$ cat src/rtl/dump_pkg.sv
// dump_pkg: state encoding and power-up dump defaults shared with the sequence controller
package dump_pkg;
    typedef enum logic [1:0] {S_IDLE, S_DELAY, S_ON, S_GAP} dump_state_e;
    localparam int DUMP_DEF_DELAY = 0;
    localparam int DUMP_DEF_WIDTH = 19;
endpackage

$ cat src/rtl/dump_cnt.sv
// dump_cnt: loadable down-counter that stops at 1, with a registered last flag
//   clk, reset  : clock, synchronous active-low reset
//   load_i      : load val_i (takes priority over en_i)
//   en_i        : decrement while above 1
//   val_i       : load value, caller guarantees >= 1
//   last_o      : registered, high while the count is 1
module dump_cnt #(
    parameter int CNT_W = 8
) (
    input  logic             clk,
    input  logic             reset,
    input  logic             load_i,
    input  logic             en_i,
    input  logic [CNT_W-1:0] val_i,
    output logic             last_o
);
    logic [CNT_W-1:0] cnt_q;
    always_ff @(posedge clk) begin
        if (!reset) begin
            cnt_q  <= '0;
            last_o <= 1'b0;
        end else if (load_i) begin
            cnt_q  <= val_i;
            last_o <= val_i == CNT_W'(1);
        end else if (en_i && cnt_q > CNT_W'(1)) begin
            cnt_q  <= cnt_q - CNT_W'(1);
            last_o <= cnt_q == CNT_W'(2);
        end
    end
endmodule

$ cat src/rtl/dump_pulse_seq.sv
// dump_pulse_seq: receiver-protection / ring-down dump pulse burst generator
//   clk, reset           : clock, synchronous active-low reset
//   trig, abort          : start request (IDLE only), kill burst
//   cfg_delay/width/gap  : burst timing in cycles (width/gap 0 -> 1), latched at start
//   cfg_repeat           : extra pulses after the first
//   dumpon               : registered dump switch drive
//   busy, done           : burst in progress, 1-cycle normal completion strobe
//   trig_drop            : 1-cycle strobe for a trig ignored outside IDLE
//   pulse_idx            : 0-based index of the current or most recent pulse
module dump_pulse_seq import dump_pkg::*; #(
    parameter int CNT_W      = 8,
    parameter int REP_W      = 4,
    parameter int AUTO_START = 1,
    parameter int DEF_DELAY  = DUMP_DEF_DELAY,
    parameter int DEF_WIDTH  = DUMP_DEF_WIDTH
) (
    input  logic             clk,
    input  logic             reset,
    input  logic             trig,
    input  logic             abort,
    input  logic [CNT_W-1:0] cfg_delay,
    input  logic [CNT_W-1:0] cfg_width,
    input  logic [CNT_W-1:0] cfg_gap,
    input  logic [REP_W-1:0] cfg_repeat,
    output logic             dumpon,
    output logic             busy,
    output logic             done,
    output logic             trig_drop,
    output logic [REP_W-1:0] pulse_idx
);
    dump_state_e state_q, state_d;
    logic [CNT_W-1:0] dly_q, dly_d, wid_q, wid_d, gap_q, gap_d, cnt_val;
    logic [REP_W-1:0] rep_q, rep_d, idx_q, idx_d;
    logic arm_q, arm_d, auto_q, dumpon_q, dumpon_d, done_q, done_d, drop_q, drop_d;
    logic cnt_load, cnt_last, idle;

    dump_cnt #(.CNT_W(CNT_W)) u_cnt (
        .clk    (clk),
        .reset  (reset),
        .load_i (cnt_load),
        .en_i   (!idle),
        .val_i  (cnt_val),
        .last_o (cnt_last)
    );

    // arm_q marks the fixed first DELAY cycle, after which the programmed delay is loaded
    always_comb begin
        idle     = state_q == S_IDLE;
        state_d  = state_q;
        dly_d    = dly_q;
        wid_d    = wid_q;
        gap_d    = gap_q;
        rep_d    = rep_q;
        idx_d    = idx_q;
        arm_d    = arm_q;
        dumpon_d = dumpon_q;
        done_d   = 1'b0;
        drop_d   = trig && !idle;
        cnt_load = 1'b0;
        cnt_val  = CNT_W'(1);
        if (idle && (auto_q || (trig && !abort))) begin
            state_d  = S_DELAY;
            arm_d    = 1'b1;
            idx_d    = '0;
            cnt_load = 1'b1;
            dly_d    = auto_q ? CNT_W'(DEF_DELAY) : cfg_delay;
            wid_d    = auto_q ? CNT_W'(DEF_WIDTH == 0 ? 1 : DEF_WIDTH)
                              : (cfg_width == '0 ? CNT_W'(1) : cfg_width);
            gap_d    = auto_q ? CNT_W'(1) : (cfg_gap == '0 ? CNT_W'(1) : cfg_gap);
            rep_d    = auto_q ? '0 : cfg_repeat;
        end else if (!idle && abort) begin
            state_d  = S_IDLE;
            dumpon_d = 1'b0;
        end else if (state_q == S_DELAY && cnt_last) begin
            arm_d    = 1'b0;
            cnt_load = 1'b1;
            cnt_val  = (arm_q && dly_q != '0) ? dly_q : wid_q;
            state_d  = (arm_q && dly_q != '0) ? S_DELAY : S_ON;
            dumpon_d = !(arm_q && dly_q != '0);
        end else if (state_q == S_ON && cnt_last) begin
            dumpon_d = 1'b0;
            cnt_load = 1'b1;
            cnt_val  = gap_q;
            state_d  = idx_q == rep_q ? S_IDLE : S_GAP;
            done_d   = idx_q == rep_q;
        end else if (state_q == S_GAP && cnt_last) begin
            state_d  = S_ON;
            dumpon_d = 1'b1;
            idx_d    = idx_q + REP_W'(1);
            cnt_load = 1'b1;
            cnt_val  = wid_q;
        end
    end

    always_ff @(posedge clk) begin
        if (!reset) begin
            state_q  <= S_IDLE;
            dly_q    <= '0;
            wid_q    <= '0;
            gap_q    <= '0;
            rep_q    <= '0;
            idx_q    <= '0;
            arm_q    <= 1'b0;
            auto_q   <= AUTO_START != 0;
            dumpon_q <= 1'b0;
            done_q   <= 1'b0;
            drop_q   <= 1'b0;
        end else begin
            state_q  <= state_d;
            dly_q    <= dly_d;
            wid_q    <= wid_d;
            gap_q    <= gap_d;
            rep_q    <= rep_d;
            idx_q    <= idx_d;
            arm_q    <= arm_d;
            auto_q   <= 1'b0;
            dumpon_q <= dumpon_d;
            done_q   <= done_d;
            drop_q   <= drop_d;
        end
    end

    assign dumpon    = dumpon_q;
    assign busy      = !idle;
    assign done      = done_q;
    assign trig_drop = drop_q;
    assign pulse_idx = idx_q;
endmodule

$ cat config.mk
export PLATFORM = sky130hd
export DESIGN_NAME = dump_pulse_seq
export DESIGN_NICKNAME = d
export VERILOG_FILES = /design/src/rtl/dump_pkg.sv /design/src/rtl/dump_cnt.sv /design/src/rtl/dump_pulse_seq.sv
export SDC_FILE = /design/constraint.sdc
export NUM_CORES = 1
export LEC_CHECK = 0
export BUFFER_PORTS_ARGS = -buffer_cell sky130_fd_sc_hd__buf_2
export CAP_MARGIN = 20
export CORE_UTILIZATION = 55
export CTS_BUF_LIST = sky130_fd_sc_hd__clkbuf_8 sky130_fd_sc_hd__clkbuf_16
export CTS_CLUSTER_SIZE = 20
export DETAILED_ROUTE_END_ITERATION = 16
export PLACE_DENSITY = 0.78
export SLEW_MARGIN = 20
export SYNTH_ARGS = -nofsm -noshare
export SYNTH_HDL_FRONTEND = slang
export SYNTH_HIERARCHICAL = 1
export SYNTH_SLANG_ARGS = --single-unit
export TNS_END_PERCENT = 50
$ cat constraint.sdc
create_clock -name clk -period 2.2 [get_ports clk]
set_input_delay 0.11 -clock clk [delete_from_list [all_inputs] [get_ports clk]]
set_output_delay 0.11 -clock clk [all_outputs]
set_load 0.005 [all_outputs]
==> metrics, run 1 <==
status=finished clean; r2r setup slk=roughly 0.027 ns; Placed Area=around 2600 sq um; worst hold path class=in2reg; Crit Path Class=reg2reg; Total Routing Usage GR=between 20% and 30%; HPWL after detailed placement=about 4000 um; max-slew violations=0; Syn Area/Cell=~9.5 sq um; Post-Syn Instances=247; worst min-delay path startpoint=cfg_repeat[0]; Antenna Nets Post-Route=0; Yosys top cell area share=slightly above 40%; Root Buffer=clkbuf_8; total clock sinks=between 40 and 50; Crit Reg-Reg Startpoint=dly_q[7]; final WL=between 5000 and 6000 um; core area=slightly above 4000 sq um; worst slew pin tran=0.447 ns; 1st-pass router iterations=4; Synth Flop Type=dfxtp_1; Mapped Nets=approximately 280; max_cap viols=0; Commonest cells post-synth=48 x dfxtp_1, 24 x a22o_1, 20 x nor2_1; CP Data Arrival Time=2.40 ns; clk buf depth=2; CTS tree=done; Post-synth EDFFs=0; final core occ=roughly 67%; post-synthesis register bit count=48; worst hold slack=approximately 0.011 ns; minimum clock period=2.17 ns; Worst VDD drop=roughly 0.4 mV; clock skew=between 0.005 and 0.006 ns; die width=~67 um; clock buffer count from CTS=5; DRC Markers=0; Final Cycle Share=between 90% and 100%; vias in the first global route=between 1500 and 2000; fillers=~330; most numerous cell in the Yosys netlist=dfxtp_1; power consumption=about 1.9 mW; first-pass GRT wire length=8690 um; largest net degree at the start of global routing=25; Post-Synthesis Cell Area=between 2000 and 2500 sq um; setup violators final=0; Clock Latency Late Sink=around 0.3 ns; leakage=~1.1 nW; CP endpoint kind=register; area grow syn2layout=15.7%; CP Launch Type=register; Placer Congestion=0.908; DRT iter0 DRCs=154; CTS H-tree lvls=2; FP Rows=23; multi-input logic area=~1300 sq um; CP max FO=7; I/O Pins=40; Sequential Area=approximately 960 sq um; Final Instance Area=around 2700 sq um; Worst slew margin=roughly 70%; share of layout cells above drive strength 1=28.9%; final number of hold-violating endpoints=0; routed length per instance=16.1 um; initial antenna violation count=0; ys async rst share=0%; GRT Residual Overflow=0; Die Y=around 67 um; fmax=about 0.46 GHz; Avg Vias per Cell=6.17; DIE AREA=around 4500 sq um; clock transition at the registers of the reported paths=approximately 0.09 ns; Synth Warn #=6; Seq/Total Area, Yosys=between 40% and 50%; Initial Util=58.0%; CP required=between 2 and 2.5 ns; nets@finish=approximately 330; Worst Setup SP=dly_q[7]; Diodes inserted=0; routed via count=2103; Synth cell types=56; post-synth top area cell=dfxtp_1; Synth area leaders=dfxtp_1 41%, a22o_1 9.0%, a21oi_1 3.2%, nor2_1 3.2%, nor4_2 3.2%; I/O Buffers=39; power density over cell area=698 nW/um^2
report_power, final:
group | internal, mW | switching [mW] | total (mW)
logic | 0.161 | 0.219 | 0.379
registers | 0.913 | 0.0464 | 0.960
clock network | 0.254 | 0.294 | 0.549
total | 1.33 | 0.559 | 1.89
layout by cell type, fill, tap and decap left out, types with 3 or more instances in the layout:
master	synthesis	routed
a221oi_1	7	7
nor3_1	5	5
or3_2	3	3
buf_2	5	39
a21oi_1	15	15
dfxtp_1	48	48
nor4_1	5	5
and3_1	3	3
nor2_1	20	20
o21ai_0	12	12
nor4_2	6	6
xor2_1	6	6
ha_1	4	4
a22o_1	24	24
buf_4	3	11
nand3_1	5	5
inv_1	8	8
nand2_1	9	9
a211oi_2	3	3
a31oi_1	3	3
clkbuf_8	0	6
cells by family after synthesis:
group	count (synthesis)	synth area share (%)
flops	48	41.1
mux	1	0.428
simple gates	78	20.6
compound gates	84	27.8
buf+inv	24	4.93
fa+ha+maj	4	2.14
xor+xnor	8	3.00
critical path, cell delays in order (launching register included):
cell and delay, ns:
dfxtp_1 0.34, or4_1 0.59, o21ai_4 0.29, a22oi_1 0.14, o21ai_1 0.23, nor4b_1 0.27, a21oi_1 0.10, nor3_1 0.14
per-layer routing:
metal,vias to the layer above,global-route usage [%],share of wire (%)
met1,969,35.2,47
met4,0,10.6,3.2
met2,80,39.1,45
li1,1034,-,-
met5,-,0,0
met3,20,6.08,5.3
sequential cells by signal, summed over array words and instances, names as in the netlist:
signal        count
wid_q             8
u_cnt/cnt_q       8
trig_drop         1
state_q           2
u_cnt/last_o      1
dly_q             8
done              1
gap_q             8
rep_q             4
dumpon            1
arm_q             1
auto_q            1
pulse_idx         4
path summary, 6_finish.rpt:
| check | to | depth (start not counted) |
|---|---|---|
| worst min-delay path | rep_q[0] | 2 |
| worst max-delay path | u_cnt/last_o | 7 |
| worst min register to register | dumpon | 2 |
| worst max register to register | u_cnt/last_o | 7 |
final cells by class:
type	instances	area share, %
Multi-Input combinational cell	175	46.9
Clock inverter	2	0.555
Inverter	10	1.39
Tap cell	50	2.31
Clock buffer	6	3.05
Sequential cell	48	35.5
Timing Repair Buffer	50	10.3
stage by stage:
step,TNS [ns],worst slack (ns),cells
2_1_floorplan,0,0.233,247
3_3_place_gp,0,0.177,331
3_5_place_dp,0,0.0864,331
4_1_cts,0,0.0453,339
5_1_grt,-0.0497,-0.0497,341
6_report,0,0.0274,341
timing repair:
action | 4_1_cts | 5_1_grt
setup endpoints to repair | 0 | 1
gates resized for setup | 0 | 1
buffers inserted | 0 | 2
hold buffers | 0 | 0
(Power assumes the default switching activity.)
==> run 2: changes to the inputs <==
==> constraint.sdc (replaced) <==
create_clock -name clk -period 2.2 [get_ports clk]
set_input_delay 0.44 -clock clk [delete_from_list [all_inputs] [get_ports clk]]
set_output_delay 0.44 -clock clk [all_outputs]
set_load 0.005 [all_outputs]
==> metrics, run 2 (synthesis gave the netlist of run 1 again) <==
die width=67.2 um (unchanged); initial antenna violation count=0 (unchanged); Die Y=67.2 um (unchanged); worst slew pin tran=0.422 ns (was 0.447 ns); final number of hold-violating endpoints=0 (unchanged); share of layout cells above drive strength 1=29.5% (was 28.9%); multi-input logic area=1270 sq um (about the same); Post-Layout Cell Count=342 (was 341); setup TNS=0 ns (unchanged); clk buf depth=2 (unchanged); fmax=0.467 GHz (was 0.460 GHz); 1st-pass router iterations=4 (unchanged); Placer Congestion=0.810 (was 0.908); minimum clock period=2.14 ns (was 2.17 ns); GR Util met2=41.4% (was 39.1%); CP endpoint kind=register (unchanged); Initial Util=58.0% (unchanged); largest net degree at the start of global routing=25 (unchanged); Antenna Nets Post-Route=0 (unchanged); first-pass GRT wire length=8890 um (was 8690 um); CTS tree=done (unchanged); r2r setup slk=0.06 ns (was 0.03 ns); DIE AREA=4510 sq um (unchanged); clock skew=0.00670 ns (was 0.00529 ns); FP Rows=23 (unchanged); GRT Residual Overflow=0 (unchanged); final core occ=67.9% (was 67.1%); total clock sinks=48 (unchanged); final WL=5580 um (was 5480 um); worst min-delay path startpoint=cfg_repeat[1] (was cfg_repeat[0]); most common cell after layout, fill and taps aside=dfxtp_1 (unchanged); routed via count=2110 (was 2103); CP max FO=8 (was 7); I/O Pins=40 (unchanged); setup violators final=0 (unchanged); DRT iter0 DRCs=132 (was 154); most frequent cells in the layout=48 x dfxtp_1, 39 x buf_2, 24 x a22o_1 (unchanged); Worst Setup SP=dly_q[7] (unchanged); nets@finish=327 (was 326); Avg Vias per Cell=6.17 (about the same); GR peak layer=met2 (unchanged); CP Data Arrival Time=2.33 ns (was 2.40 ns); dpl cells=332 (was 331); Diodes inserted=0 (unchanged); post-route worst setup slack=0.0565 ns (was 0.0274 ns); Worst VDD drop=0.590 mV (was 0.403 mV); Root Buffer=clkbuf_8 (unchanged); routed length per instance=16.3 um (was 16.1 um); met3 Use GR=5.74% (was 6.08%); vias in the first global route=1834 (was 1870); clock transition at the registers of the reported paths=0.09 ns (about the same); worst hold path class=in2reg (unchanged); CTS H-tree lvls=2 (unchanged); area grow syn2layout=17.1% (was 15.7%); status=finished clean (unchanged); Crit Reg-Reg Startpoint=dly_q[7] (unchanged); max_cap viols=0 (unchanged); Final Cycle Share=97.4% (was 98.8%); CTS Hold Bufs=0 (unchanged); CP required=2.39 ns (was 2.43 ns); power consumption=2.00 mW (was 1.89 mW); Clock Latency Late Sink=0.31 ns (was 0.30 ns); GR Layer Usage met1=35.6% (was 35.2%); Worst slew margin=71.8% (was 69.9%); max-slew violations=0 (unchanged); Total Routing Usage GR=26.6% (was 25.9%); HPWL after detailed placement=4060 um (was 3970 um); fillers=342 (was 334); leakage=1.13 nW (was 1.11 nW); I/O Buffers=39 (unchanged); CP Launch Type=register (unchanged); core area=4030 sq um (unchanged); Sequential Area=961 sq um (unchanged); DRC Markers=0 (unchanged); pre-CTS setup slack=0.0944 ns (was 0.0864 ns); clock buffer count from CTS=5 (unchanged); power density over cell area=730 nW/um^2 (was 698 nW/um^2); Crit Path Class=reg2reg (unchanged)
## run 2: per-layer routing
| metal | wire (um) | vias to the layer above |
|---|---|---|
| li1 | - | 1030 |
| met1 | 2630 | 995 |
| met2 | 2570 | 73 |
| met3 | 264 | 12 |
| met4 | 118 | 0 |
| met5 | 0 | - |
## run 2: where the power goes
part	total, mW	internal, mW	switching (mW)
clock	0.651	0.342	0.309
sequential	0.962	0.914	0.0482
combinational	0.383	0.165	0.219
## run 2: area by class of cell
cell class / count / area share, %
Sequential cell: 48 / 35.1
Inverter: 10 / 1.37
Clock inverter: 3 / 1.69
Timing Repair Buffer: 51 / 10.4
Multi-Input combinational cell: 175 / 46.6
Clock buffer: 5 / 2.51
Tap cell: 50 / 2.29
## run 2: path summary, 6_finish.rpt
| path | end | depth (start not counted) |
|---|---|---|
| hold reg to reg | gap_q[1] | 1 |
| setup / recovery | u_cnt/last_o | 8 |
| setup reg to reg | u_cnt/last_o | 8 |
| hold / removal | rep_q[1] | 2 |
## run 2: what timing repair did
| action | in CTS | in global routing |
|---|---|---|
| setup buffers | 0 | 2 |
| endpoints found under the setup margin | 0 | 3 |
| gates resized for setup | 0 | 2 |
## run 2: stage by stage
stage               area [sq um]  hold slack, ns
floorplan                   2340           0.449
global placement            2590           0.466
detailed placement          2590           0.476
global route                2740           0.322
finish                      2740           0.334
CTS                         2710           0.331
## run 2: worst max-delay path, cell delays in order, from the launching register on
cell and delay [ns]:
dfxtp_1 0.34, or4_1 0.59, o21ai_4 0.28, buf_4 0.17, a221oi_1 0.09, nor4_2 0.24, nor4b_2 0.09, a21oi_1 0.16
nor3_1 0.06
